==> config.mk <==
export PLATFORM = sky130hd
export DESIGN_NAME = ats21_cmd_rx
export DESIGN_NICKNAME = d
export VERILOG_FILES = /design/src/rtl/ats21_pkg.sv /design/src/rtl/ats21_cmd_fifo.sv /design/src/rtl/ats21_cmd_rx.sv
export SDC_FILE = /design/constraint.sdc
export NUM_CORES = 1
export LEC_CHECK = 0
export CAP_MARGIN = 20
export CORE_MARGIN = 2
export CORE_UTILIZATION = 45
export CTS_BUF_LIST = sky130_fd_sc_hd__clkbuf_4 sky130_fd_sc_hd__clkbuf_8
export CTS_CLUSTER_SIZE = 30
export DETAILED_ROUTE_END_ITERATION = 16
export GPL_ROUTABILITY_DRIVEN = 0
export GPL_TIMING_DRIVEN = 0
export HOLD_SLACK_MARGIN = 0.15
export PLACE_DENSITY = 0.68
export SLEW_MARGIN = 30
export SYNTH_ARGS = -nofsm -noshare
export SYNTH_HDL_FRONTEND = slang
export SYNTH_SLANG_ARGS = --single-unit
==> constraint.sdc <==
create_clock -name clk -period 5.53 [get_ports clk]
set_input_delay 0.8295 -clock clk [delete_from_list [all_inputs] [get_ports clk]]
set_output_delay 0.8295 -clock clk [all_outputs]
set_load 0.005 [all_outputs]
==> src/rtl/ats21_pkg.sv <==
// Shared definitions for the ATS21 command receiver: opcodes, widths and queue depth.
package ats21_pkg;

  localparam int unsigned InstrW    = 32;
  localparam int unsigned HalfW     = 16;
  localparam int unsigned FifoDepth = 2;
  localparam int unsigned CntW      = $clog2(FifoDepth + 1);

  typedef enum logic [2:0] {
    OpNop      = 3'b000,
    OpSetClk   = 3'b001,
    OpBcEn     = 3'b010,
    OpMode     = 3'b011,
    OpRsvd     = 3'b100,
    OpSetAlarm = 3'b101,
    OpSetCntdn = 3'b110,
    OpAtEn     = 3'b111
  } opcode_e;

  typedef enum logic {StIdle, StWord2} cap_state_e;

  // NOP is dropped silently and RSVD is dropped with an error; everything else is queued.
  function automatic logic op_enqueues(input opcode_e op);
    return (op != OpNop) && (op != OpRsvd);
  endfunction

endpackage

==> src/rtl/ats21_cmd_fifo.sv <==
// Small show-ahead FIFO; an enqueue while full is accepted only alongside a dequeue.
module ats21_cmd_fifo #(
  parameter int unsigned Width = 32,
  parameter int unsigned Depth = 2,
  localparam int unsigned PtrW = (Depth > 1) ? $clog2(Depth) : 1,
  localparam int unsigned CntW = $clog2(Depth + 1)
) (
  input  logic             clk_i,
  input  logic             rst_i,
  input  logic             enq_i,
  input  logic [Width-1:0] data_i,
  input  logic             deq_i,
  output logic [Width-1:0] head_o,
  output logic             full_o,
  output logic             empty_o,
  output logic [CntW-1:0]  count_o
);

  logic [Width-1:0] mem_q [Depth];
  logic [PtrW-1:0]  rd_ptr_q, wr_ptr_q;
  logic [CntW-1:0]  count_q, count_d;
  logic             do_enq, do_deq;

  function automatic logic [PtrW-1:0] next_ptr(input logic [PtrW-1:0] p);
    return (p == PtrW'(Depth - 1)) ? '0 : p + 1'b1;
  endfunction

  assign full_o  = (count_q == CntW'(Depth));
  assign empty_o = (count_q == '0);
  assign head_o  = mem_q[rd_ptr_q];
  assign count_o = count_q;

  always_comb begin
    do_deq  = deq_i && !empty_o;
    do_enq  = enq_i && (!full_o || do_deq);
    count_d = count_q;
    case ({do_enq, do_deq})
      2'b10:   count_d = count_q + 1'b1;
      2'b01:   count_d = count_q - 1'b1;
      default: count_d = count_q;
    endcase
  end

  always_ff @(posedge clk_i or posedge rst_i) begin
    if (rst_i) begin
      for (int i = 0; i < Depth; i++) mem_q[i] <= '0;
      rd_ptr_q <= '0;
      wr_ptr_q <= '0;
      count_q  <= '0;
    end else begin
      if (do_enq) begin
        mem_q[wr_ptr_q] <= data_i;
        wr_ptr_q        <= next_ptr(wr_ptr_q);
      end
      if (do_deq) rd_ptr_q <= next_ptr(rd_ptr_q);
      count_q <= count_d;
    end
  end

endmodule

==> src/rtl/ats21_cmd_rx.sv <==
// Two-client instruction receiver: captures split 32-bit words, filters by opcode,
// queues per client and hands commands to the core round-robin.
module ats21_cmd_rx
  import ats21_pkg::*;
(
  input  logic              clk,
  input  logic              reset,
  input  logic              req,
  input  logic [HalfW-1:0]  ctrlA,
  input  logic [HalfW-1:0]  ctrlB,
  output logic              ready,
  output logic              cmd_valid,
  input  logic              cmd_ready,
  output logic              cmd_client,
  output logic [2:0]        cmd_op,
  output logic [InstrW-1:0] cmd_word,
  output logic              err
);

  cap_state_e       state_q;
  logic [HalfW-1:0] upper_a_q, upper_b_q;
  logic             err_q, err_d;
  logic             rr_b_q;       // 1: B is favoured on the next contested transfer
  logic             lock_q, lock_b_q;

  logic [InstrW-1:0] word_a, word_b, head_a, head_b, head_sel;
  opcode_e           op_a, op_b;
  logic              in_word2, enq_a, enq_b, deq_a, deq_b, drop_a, drop_b;
  logic              full_a, full_b, empty_a, empty_b, sel_b, xfer;
  logic [CntW-1:0]   cnt_a, cnt_b;

  always_comb begin
    in_word2 = (state_q == StWord2);
    word_a   = {upper_a_q, ctrlA};
    word_b   = {upper_b_q, ctrlB};
    op_a     = opcode_e'(word_a[InstrW-1 -: 3]);
    op_b     = opcode_e'(word_b[InstrW-1 -: 3]);
    enq_a    = in_word2 && op_enqueues(op_a);
    enq_b    = in_word2 && op_enqueues(op_b);

    // A presented but unaccepted command keeps its slot so the outputs stay stable.
    sel_b     = lock_q ? lock_b_q : (!empty_b && (empty_a || rr_b_q));
    cmd_valid = !empty_a || !empty_b;
    xfer      = cmd_valid && cmd_ready;
    deq_a     = xfer && !sel_b;
    deq_b     = xfer && sel_b;

    drop_a = enq_a && full_a && !deq_a;
    drop_b = enq_b && full_b && !deq_b;
    err_d  = (in_word2 && (req || op_a == OpRsvd || op_b == OpRsvd)) || drop_a || drop_b;

    head_sel   = sel_b ? head_b : head_a;
    cmd_word   = cmd_valid ? head_sel : '0;
    cmd_op     = cmd_word[InstrW-1 -: 3];
    cmd_client = cmd_valid && sel_b;
    ready      = (cnt_a < CntW'(FifoDepth)) && (cnt_b < CntW'(FifoDepth));
  end

  assign err = err_q;

  always_ff @(posedge clk or posedge reset) begin
    if (reset) begin
      state_q   <= StIdle;
      upper_a_q <= '0;
      upper_b_q <= '0;
      err_q     <= 1'b0;
      rr_b_q    <= 1'b0;
      lock_q    <= 1'b0;
      lock_b_q  <= 1'b0;
    end else begin
      err_q <= err_d;
      unique case (state_q)
        StIdle: if (req) begin
          upper_a_q <= ctrlA;
          upper_b_q <= ctrlB;
          state_q   <= StWord2;
        end
        StWord2: state_q <= StIdle;
        default: state_q <= StIdle;
      endcase
      if (xfer) begin
        rr_b_q <= !sel_b;
        lock_q <= 1'b0;
      end else if (cmd_valid) begin
        lock_q   <= 1'b1;
        lock_b_q <= sel_b;
      end
    end
  end

  ats21_cmd_fifo #(.Width(InstrW), .Depth(FifoDepth)) u_fifo_a (
    .clk_i   (clk),
    .rst_i   (reset),
    .enq_i   (enq_a),
    .data_i  (word_a),
    .deq_i   (deq_a),
    .head_o  (head_a),
    .full_o  (full_a),
    .empty_o (empty_a),
    .count_o (cnt_a)
  );

  ats21_cmd_fifo #(.Width(InstrW), .Depth(FifoDepth)) u_fifo_b (
    .clk_i   (clk),
    .rst_i   (reset),
    .enq_i   (enq_b),
    .data_i  (word_b),
    .deq_i   (deq_b),
    .head_o  (head_b),
    .full_o  (full_b),
    .empty_o (empty_b),
    .count_o (cnt_b)
  );

endmodule

# Yosys cells after proc, flatten, opt, wreduce, memory -nomap -nowiden
# Index checks and enable logic that the tools add are counted.
[classes] bitwise_logic=6 addsub=8 reduce_logical=45 magnitude_cmp=8 n_eq_ne=10 n_mux=25
[ops] cell="$mux W32" n=10
[ops] cell="$bwmux W64" n=2
[ops] cell="$demux W32 S1" n=2
[ops] cell="$logic_and A1 B1 Y1" n=21
[ops] cell="$eq A2 B2 Y1 const B" n=4
[ops] cell="$ge A2 B2 Y1 const B" n=4
[ops] cell="$logic_or A1 B1 Y1" n=8
[ops] cell="$mux W1" n=8
[ops] cell="$not A1 Y2" n=4
[ops] cell="$pmux W2 S2" n=2
[ops] cell="$logic_not A1 Y1" n=7
[ops] cell="$eq A3 B3 Y1 const B" n=2
[ops] cell="$ne A3 B3 Y1 const B" n=2
[ops] cell="$reduce_bool A2 Y1" n=3
[ops] cell="$reduce_bool A3 Y1" n=2
[ops] cell="$add A1 B1 Y1 const B" n=4
[ops] cell="$add A2 B1 Y2 const B" n=2
[ops] cell="$eq A2 B1 Y1 const B" n=2
[ops] cell="$logic_not A2 Y1" n=2
[ops] cell="$lt A2 B1 Y1 const B" n=2
[ops] cell="$lt A2 B2 Y1 const B" n=2
[ops] cell="$reduce_and A2 Y1" n=2
[ops] cell="$sub A2 B1 Y2 const B" n=2
[ops] cell="$not A1 Y1" n=2
[ops] cell="$pmux W1 S2" n=1
[word_totals] ff_bits=173

# Logic depth before layout (Yosys ltp)
# Gate-level depths: netlist (run 1).
[depth] word_depth=11 ltp_mapped=9 depth_no_buf=8

# Hierarchy
# A second synthesis (run 1) with hierarchy kept.
[unflattened] hier_cells=593 area_unflattened_um2=8155.3
[by_module_without_submodules] mod="ats21_cmd_fifo" area_each_um2=3041.7 cells_per_inst=190 n_inst=2 seq_area_each_um2=1701.6
[by_module_without_submodules] mod="ats21_cmd_rx" area_each_um2=2072.0 cells_per_inst=213 n_inst=1 seq_area_each_um2=925.9

# Worst setup path before layout (run 1)
# Ideal clock, no wire load.
[synth_path] path_kind="register to output" from="reg u_fifo_b.count_q[0] (netlist: u_fifo_b.count_o[0])" to="out cmd_word[29]" t_arrival_ns=1.857 path_buffers=3 path_slack_ns=2.843 stages_incl_launch_ff=8 cell_sequence="dfrtp_1 -> buf_6 -> o21ba_2 -> a22oi_1 -> clkbuf_1 -> a211oi_1 -> a211oi_1 -> buf_4"
[synth_between] elab_chain_len=6 word_cells_on_any_way=7 classes_between="3 x mux; 4 x reduce/logical"
[synth_lines] element="start: declaration" line="ats21_cmd_fifo.sv:21" source="logic [CntW-1:0] count_q, count_d;"
[synth_lines] element="start signal: assignment" line="ats21_cmd_fifo.sv:56" source="count_q <= count_d;"
[synth_lines] element="$logic_not A2 Y1 (*)" line="ats21_cmd_fifo.sv:29" source="assign empty_o = (count_q == '0);"
[synth_lines] element="$logic_not A1 Y1 (*)" line="ats21_cmd_rx.sv:42, ats21_cmd_rx.sv:43"
[synth_lines] element="$logic_and A1 B1 Y1" line="ats21_cmd_rx.sv:42" source="sel_b = lock_q ? lock_b_q : (!empty_b && (empty_a || rr_b_q));"
[synth_lines] element="$mux W1" line="ats21_cmd_rx.sv:42"
[synth_lines] element="$mux W32" line="ats21_cmd_rx.sv:52" source="head_sel = sel_b ? head_b : head_a;"
[synth_lines] element="$mux W32 (*)" line="ats21_cmd_rx.sv:53" source="cmd_word = cmd_valid ? head_sel : '0;"
[synth_lines] element="end: declaration" line="ats21_cmd_rx.sv:16" source="output logic [InstrW-1:0] cmd_word,"
# Every way passes the cells marked *; elsewhere a longest branch is shown, timed or not.

# Worst setup path after layout (run 1)
[layout_path] from="reg u_fifo_b.count_q[0] (netlist: u_fifo_b.count_o[0])" to="out cmd_word[10]"
# The elaborated chain is that of the path after synthesis.

==> metrics.txt, run 1 <==
Post-synth EDFFs 0; Final min period about 4.3 ns; worst reg2reg path startpoint u_fifo_b.count_o[0]; cts bufs inserted 17; Die X around 140 µm; post-CTS resize count 0; synthesized instance count approximately 570; layout net count just over 700; Worst Setup EP cmd_word[10]; main flop type after synthesis dfrtp_1; Post-Synth Adder-Cell Area less than 1%; IO Pins between 70 and 80; vias 5087; root buffer cell clkbuf_8; Setup-failing EPs final 0; core area 17300 µm²; post-synth net total just over 600; number of setup buffers added after CTS 0; Worst Path Arrival between 3 and 4 ns; Rel. slew slack roughly two fifths; share of layout cells above drive strength 1 about 31%; post-synthesis compound-gate area fraction 9.055%; Post-synth ARST share 100.0%; Area Growth Syn to Fin 18.00%; Worst setup SP type flop; CTS sink cnt 173; synthesized area per cell 13.96 µm²; cts hold-fix bufs 0; Initial Util around 46%; Worst Reg2Reg Path Length in Cells 8; worst vdd rail ir drop ~500 µV; Via-to-Cell Ratio 5.627; pwr/cell area 627.7 nW/µm²; RSZ-0062 raised after global routing no; Pre-Repair DR Iteration Count 4; R2R setup slack about 3.2 ns; # DRC 0; largest net degree at the start of global routing 89; FILL cells 1441; top post-synthesis cells by area dfrtp_1 (54%), mux2_2 (16%), a211oi_1 (6.0%); type of the worst setup path flop to output port; Worst Path Required around 4.7 ns; Die ar. between 15000 and 20000 µm²; endpoints failing hold 0; crit share post-route 77.44%; first-pass GRT wire length roughly 30000 µm; dominant cell type by area after synthesis dfrtp_1; total gr overflow 0; Max Slew Vio Count 0; Clock Pin Slew Worst Setup and Hold Paths 0.09 ns; Clock Path Buffers 2; hold_ws around 0.49 ns; RR Endpoint u_fifo_b.count_o[1]; Pwr Total 5.915 mW; synthesized-area fraction occupied by and/or/nand/nor cells between 4 and 5%; H-tree Lvls 4; Antenna Nets Post-Route 0; status complete, no violations; Overall Global Routing Usage between 20% and 30%; TNS Setup 0 ns; Core Util, Final between 50% and 60%; Port Buffers 74; crit path from u_fifo_b.count_o[0]; Yosys reg bits approximately 170; share of the synthesized area in the top cell type 54.21%; Slew @ Worst Pin 0.8860 ns; CP max FO 10; ANT cells 0; Pleak around 4 nW; nature of the critical path endpoint output port; clk_lat worst skew 0.46 ns; initial antenna violation count 0; routed len/inst ~21 µm; register area share after synthesis between 50 and 60%; vias in the first global route 5302; post-synthesis mux area share between 20% and 30%; Fmax about 230 MHz; Routed WL 18890 µm; most common cell after layout, fill and taps aside dfrtp_1; HPWL after detailed placement around 14000 µm; largest family of logic cells by synthesized area multiplexers; num rows between 40 and 50; Ys Warns 0; 1st-iter DRT viols 300; Worst Hold Class flop to flop; final setup skew just over 0.01 ns; Netlist cell types 44; Post-Synth XOR/XNOR Area roughly 1.1%; most frequent cells in the layout dfrtp_1 (173), mux2_2 (110), clkdlybuf4s50_1 (74), a211oi_1 (64), nor2b_1 (34); max-cap violation count 0; Synth Cell Area between 7000 and 8000 µm²; chip height ~140 µm; CTS tree built
-- Yosys cell counts (2+ instances only) --
master / n
inv_1: 8
o21a_1: 2
clkbuf_1: 21
mux2_2: 110
nand2b_1: 2
nor2b_1: 34
xnor2_1: 6
buf_6: 10
nand4_1: 2
ha_1: 2
a22o_1: 2
a211oi_1: 64
a21oi_1: 2
a21boi_0: 2
mux2_1: 15
a211o_2: 2
mux2_4: 30
a21bo_2: 3
nand2_1: 3
buf_2: 7
o21ai_0: 3
xor2_1: 4
mux2i_1: 32
o32ai_1: 2
nor2_1: 8
dfrtp_1: 173
buf_4: 6
-- stage by stage --
stage | cells | cell area (µm²) | worst slack (ns)
finish | 904 | 9424 | 1.248
global route | 904 | 9424 | 1.135
global placement | 871 | 9009 | -1.923
floorplan | 572 | 7986 | 0.01200
detailed placement | 872 | 9044 | 1.836
CTS | 904 | 9424 | 1.302
-- how the worst min path moves through the flow --
stage | start | endpoint | slack, ns | cells after the start
final | u_fifo_b.mem_q[61] | u_fifo_b.mem_q[61] | 0.49 | 1
after global routing | u_fifo_b.mem_q[0] | u_fifo_b.mem_q[0] | 0.51 | 1
after CTS | u_fifo_b.mem_q[61] | u_fifo_b.mem_q[61] | 0.49 | 1
after detailed placement | u_fifo_b.mem_q[61] | u_fifo_b.mem_q[61] | 0.47 | 1
after global placement | u_fifo_b.mem_q[57] | u_fifo_b.mem_q[57] | 0.47 | 1
after floorplan | u_fifo_b.mem_q[57] | u_fifo_b.mem_q[57] | 0.46 | 1
-- worst max-delay path, cell delays in order (launching register included) --
cell	delay [ns]
dfrtp_1	0.40
buf_6	0.14
o21ba_2	0.22
a22oi_1	0.39
clkbuf_1	0.60
a211oi_1	0.17
a211oi_1	0.48
clkdlybuf4s50_1	0.61
-- state kept, by name (all words and copies together), names as in the netlist --
signal / flops
u_fifo_b.count_o: 2
in_word2: 1
err: 1
u_fifo_a.count_o: 2
lock_q: 1
rr_b_q: 1
u_fifo_b.wr_ptr_q: 1
u_fifo_b.mem_q: 64
u_fifo_a.rd_ptr_q: 1
lock_b_q: 1
upper_a_q: 16
u_fifo_a.mem_q: 64
u_fifo_b.rd_ptr_q: 1
upper_b_q: 16
u_fifo_a.wr_ptr_q: 1
-- logic make-up (layout without fill, tap and decap cells) --
family / count (synthesis) / count (layout)
multiplexers: 187 / 187
AND/OR/NAND/NOR: 57 / 57
flip-flops: 173 / 173
buffers and inverters: 52 / 159
AO/OA/AOI/OAI: 91 / 91
adder cells (fa/ha/maj): 2 / 2
XOR/XNOR: 10 / 10
-- cell type report --
| type | count | area (µm²) | area share [%] |
|---|---|---|---|
| Sequential cell | 173 | 4329 | 45.94 |
| Multi-Input combinational cell | 347 | 3356 | 35.61 |
| Timing Repair Buffer | 75 | 768.2 | 8.152 |
| Tap cell | 225 | 281.5 | 2.987 |
| Buffer | 44 | 271.5 | 2.881 |
| Clock buffer | 18 | 247.7 | 2.629 |
| Clock inverter | 14 | 132.6 | 1.407 |
| Inverter | 8 | 37.54 | 0.3983 |
-- routing by layer --
metal	GRT usage (%)	vias up	part of all wire, %
met5	0	-	0
li1	-	2270	-
met3	4.673	23	5.2
met1	30.29	2644	45
met2	33.55	150	47
met4	6.586	0	2.1
-- power by group --
part	internal (mW)	total (mW)	switching, mW
Clock	0.376	0.858	0.482
Sequential	1.82	2.14	0.314
Combinational	1.59	2.92	1.33
Note: power is estimated with default switching activity, not from simulation.
==> run 2: changes to the inputs <==
Settings changed: PLACE_DENSITY 0.68 to 0.65.
Clock period 5.53 ns to 4.2 ns, I/O delays scaled along.
==> run 2 against run 1 <==
Clock skew grew 0.0024 ns. Sequential share of layout area decreased by 1.2 points. Highest routed layer unchanged. Worst setup slack got worse by 1.1 ns. Core utilization increased by 1.4 points. Sequential power increased by 31%. Register-to-register slack got worse by 1.4 ns. Critical path type unchanged. First-iteration DRC count is 0.67% higher. Largest power group unchanged. Worst hold slack gained 0.0016 ns.
==> metrics.txt, run 2 (same netlist as run 1, synthesis figures left out) <==
status complete, no violations; Core Util, Final 55.90% (+1.4 points); Overall Global Routing Usage 21.52% (about the same); Fmax about 250 MHz; Clock Pin Slew Worst Setup and Hold Paths 0.09 ns (about the same); worst vdd rail ir drop 654.8 µV (+30%); endpoints failing hold 0 (unchanged); Routed WL 18880 µm (about the same); Pre-Repair DR Iteration Count 4 (unchanged); FF/Latch Area 4329 µm² (unchanged); delay-heaviest family, CP compound AO/OA/AOI/OAI gates; CP max FO 10 (unchanged); Via-to-Cell Ratio 5.501 (-2.3%); num rows 48 (unchanged); Max Slew Vio Count 0 (unchanged); Worst Path Arrival 3.42 ns (-0.03 ns); routed len/inst 20.77 µm (-0.61%); total gr overflow 0 (unchanged); 1st-iter DRT viols 302 (+0.67%); Final min period a little over 4 ns; setup ws final 0.1510 ns (-1.097 ns); HPWL after detailed placement 14020 µm (+2.4%); Clock Path Buffers 2 (unchanged); Post-Place Worst Slack 0.6229 ns (-1.213 ns); layout net count 709 (+0.71%); CP dominant cell by count a211oi_1; Die ar. 18830 µm² (unchanged); Antenna Nets Post-Route 0 (unchanged); type of the worst setup path flop to output port; IO Pins 75 (unchanged); nature of the critical path endpoint output port; CTS sink cnt 173 (unchanged); Initial Util 46.17% (unchanged); cts hold-fix bufs 0 (unchanged); largest net degree at the start of global routing 33 (-63%); post-CTS resize count 0 (unchanged); final setup skew 0.01268 ns (+0.002409 ns); cts bufs inserted 17 (unchanged); Worst Path Required 3.57 ns (-1.13 ns); Pleak 4.104 nW (+3.0%); Rel. slew slack 40.91% (about the same); chip height 137.2 µm (unchanged); Worst Hold Class flop to flop; clk_lat worst skew 0.46 ns (about the same); Worst path max stage delay 0.61 ns (about the same); first-pass GRT wire length 29670 µm (-0.48%); most common cell after layout, fill and taps aside dfrtp_1; pwr/cell area 839.2 nW/µm² (+34%); crit share post-route about 96%; vias in the first global route 5259 (-0.81%); most frequent cells in the layout dfrtp_1 (173), mux2_2 (110), clkdlybuf4s50_1 (74), a211oi_1 (64), nor2b_1 (34); initial antenna violation count 0 (unchanged); Largest regs u_fifo_a.mem_q x64, u_fifo_b.mem_q x64; Die X 137.2 µm (unchanged); core area 17300 µm² (unchanged); vias 5000 (-1.7%); critical path cell sequence buf_6, o21ba_2, a22oi_1, clkbuf_1, a211oi_1, a211oi_1, clkdlybuf4s50_1; H-tree Lvls 4 (unchanged); Worst setup SP type flop; ANT cells 0 (unchanged); Multi-input gate area 3356 µm² (unchanged); Slew @ Worst Pin 0.8863 ns (+0.0002873 ns); # DRC 0 (unchanged); share of layout cells above drive strength 1 31.87% (+0.80 points); WP buf/inv 3 (unchanged); hold_ws 0.4907 ns (+0.001644 ns); number of setup buffers added after CTS 0 (unchanged); Pwr Total 8.114 mW (+37%); Max stage delay cell, worst path clkdlybuf4s50_1; root buffer cell clkbuf_8; CTS tree built; Port Buffers 74 (unchanged); Area Growth Syn to Fin 21.07%; FILL cells 1412 (-2.0%); Setup-failing EPs final 0 (unchanged); max-cap violation count 0 (unchanged)
## run 2: changes by cell type in the layout (fill, tap and decap cells not counted), sizes merged
cell,before,now
buf,24,29
clkinv,4,3
bufinv,1,7
inv,14,9
clkbuf,39,40
clkinvlp,3,2
## run 2: report_power, final
group / internal [mW] / total [mW] / switching (mW)
Combinational: 2.11 / 3.84 / 1.73
Clock: 0.864 / 1.48 / 0.615
Sequential: 2.40 / 2.80 / 0.400
## run 2: cell type report
cell class              count  area share, %
repair buffers             80          9.058
well taps                 225          2.911
multi-input cells         347          34.70
clock buffers              19          2.704
flip-flops and latches    173          44.77
plain buffers              44          2.834
inverters                   8         0.3494
clock inverters            13          2.666
## run 2: routing by layer
layer | vias to the layer above | wire length, µm | GRT usage [%] | part of all wire [%]
met1 | 2557 | 8586 | 29.36 | 45
met3 | 26 | 926 | 4.341 | 4.9
met5 | - | 0 | 0 | 0
li1 | 2284 | - | - | -
met4 | 0 | 406 | 7.274 | 2.2
met2 | 133 | 8963 | 34.49 | 47
## run 2: path summary, 6_finish.rpt
kind                                           from                  end  slack (ns)  cells past startpoint
worst max-delay path            u_fifo_b.count_o[0]         cmd_word[26]        0.15                      7
worst min-delay path             u_fifo_b.mem_q[61]   u_fifo_b.mem_q[61]        0.49                      1
worst max register to register  u_fifo_b.count_o[0]  u_fifo_b.count_o[1]        1.81                      8
worst min register to register   u_fifo_b.mem_q[61]   u_fifo_b.mem_q[61]        0.49                      1
max in group asynchronous                     reset         upper_a_q[5]        2.87                      4
min in group asynchronous                     reset   u_fifo_a.mem_q[13]        0.58                      2
## run 2: through the flow
step | instances | cell area (µm²) | setup TNS (ns)
finish | 909 | 9669 | 0
global route | 909 | 9669 | -0.0001719
CTS | 909 | 9667 | 0
detailed placement | 877 | 9148 | 0
global placement | 871 | 9012 | 0
floorplan | 572 | 7990 | 0
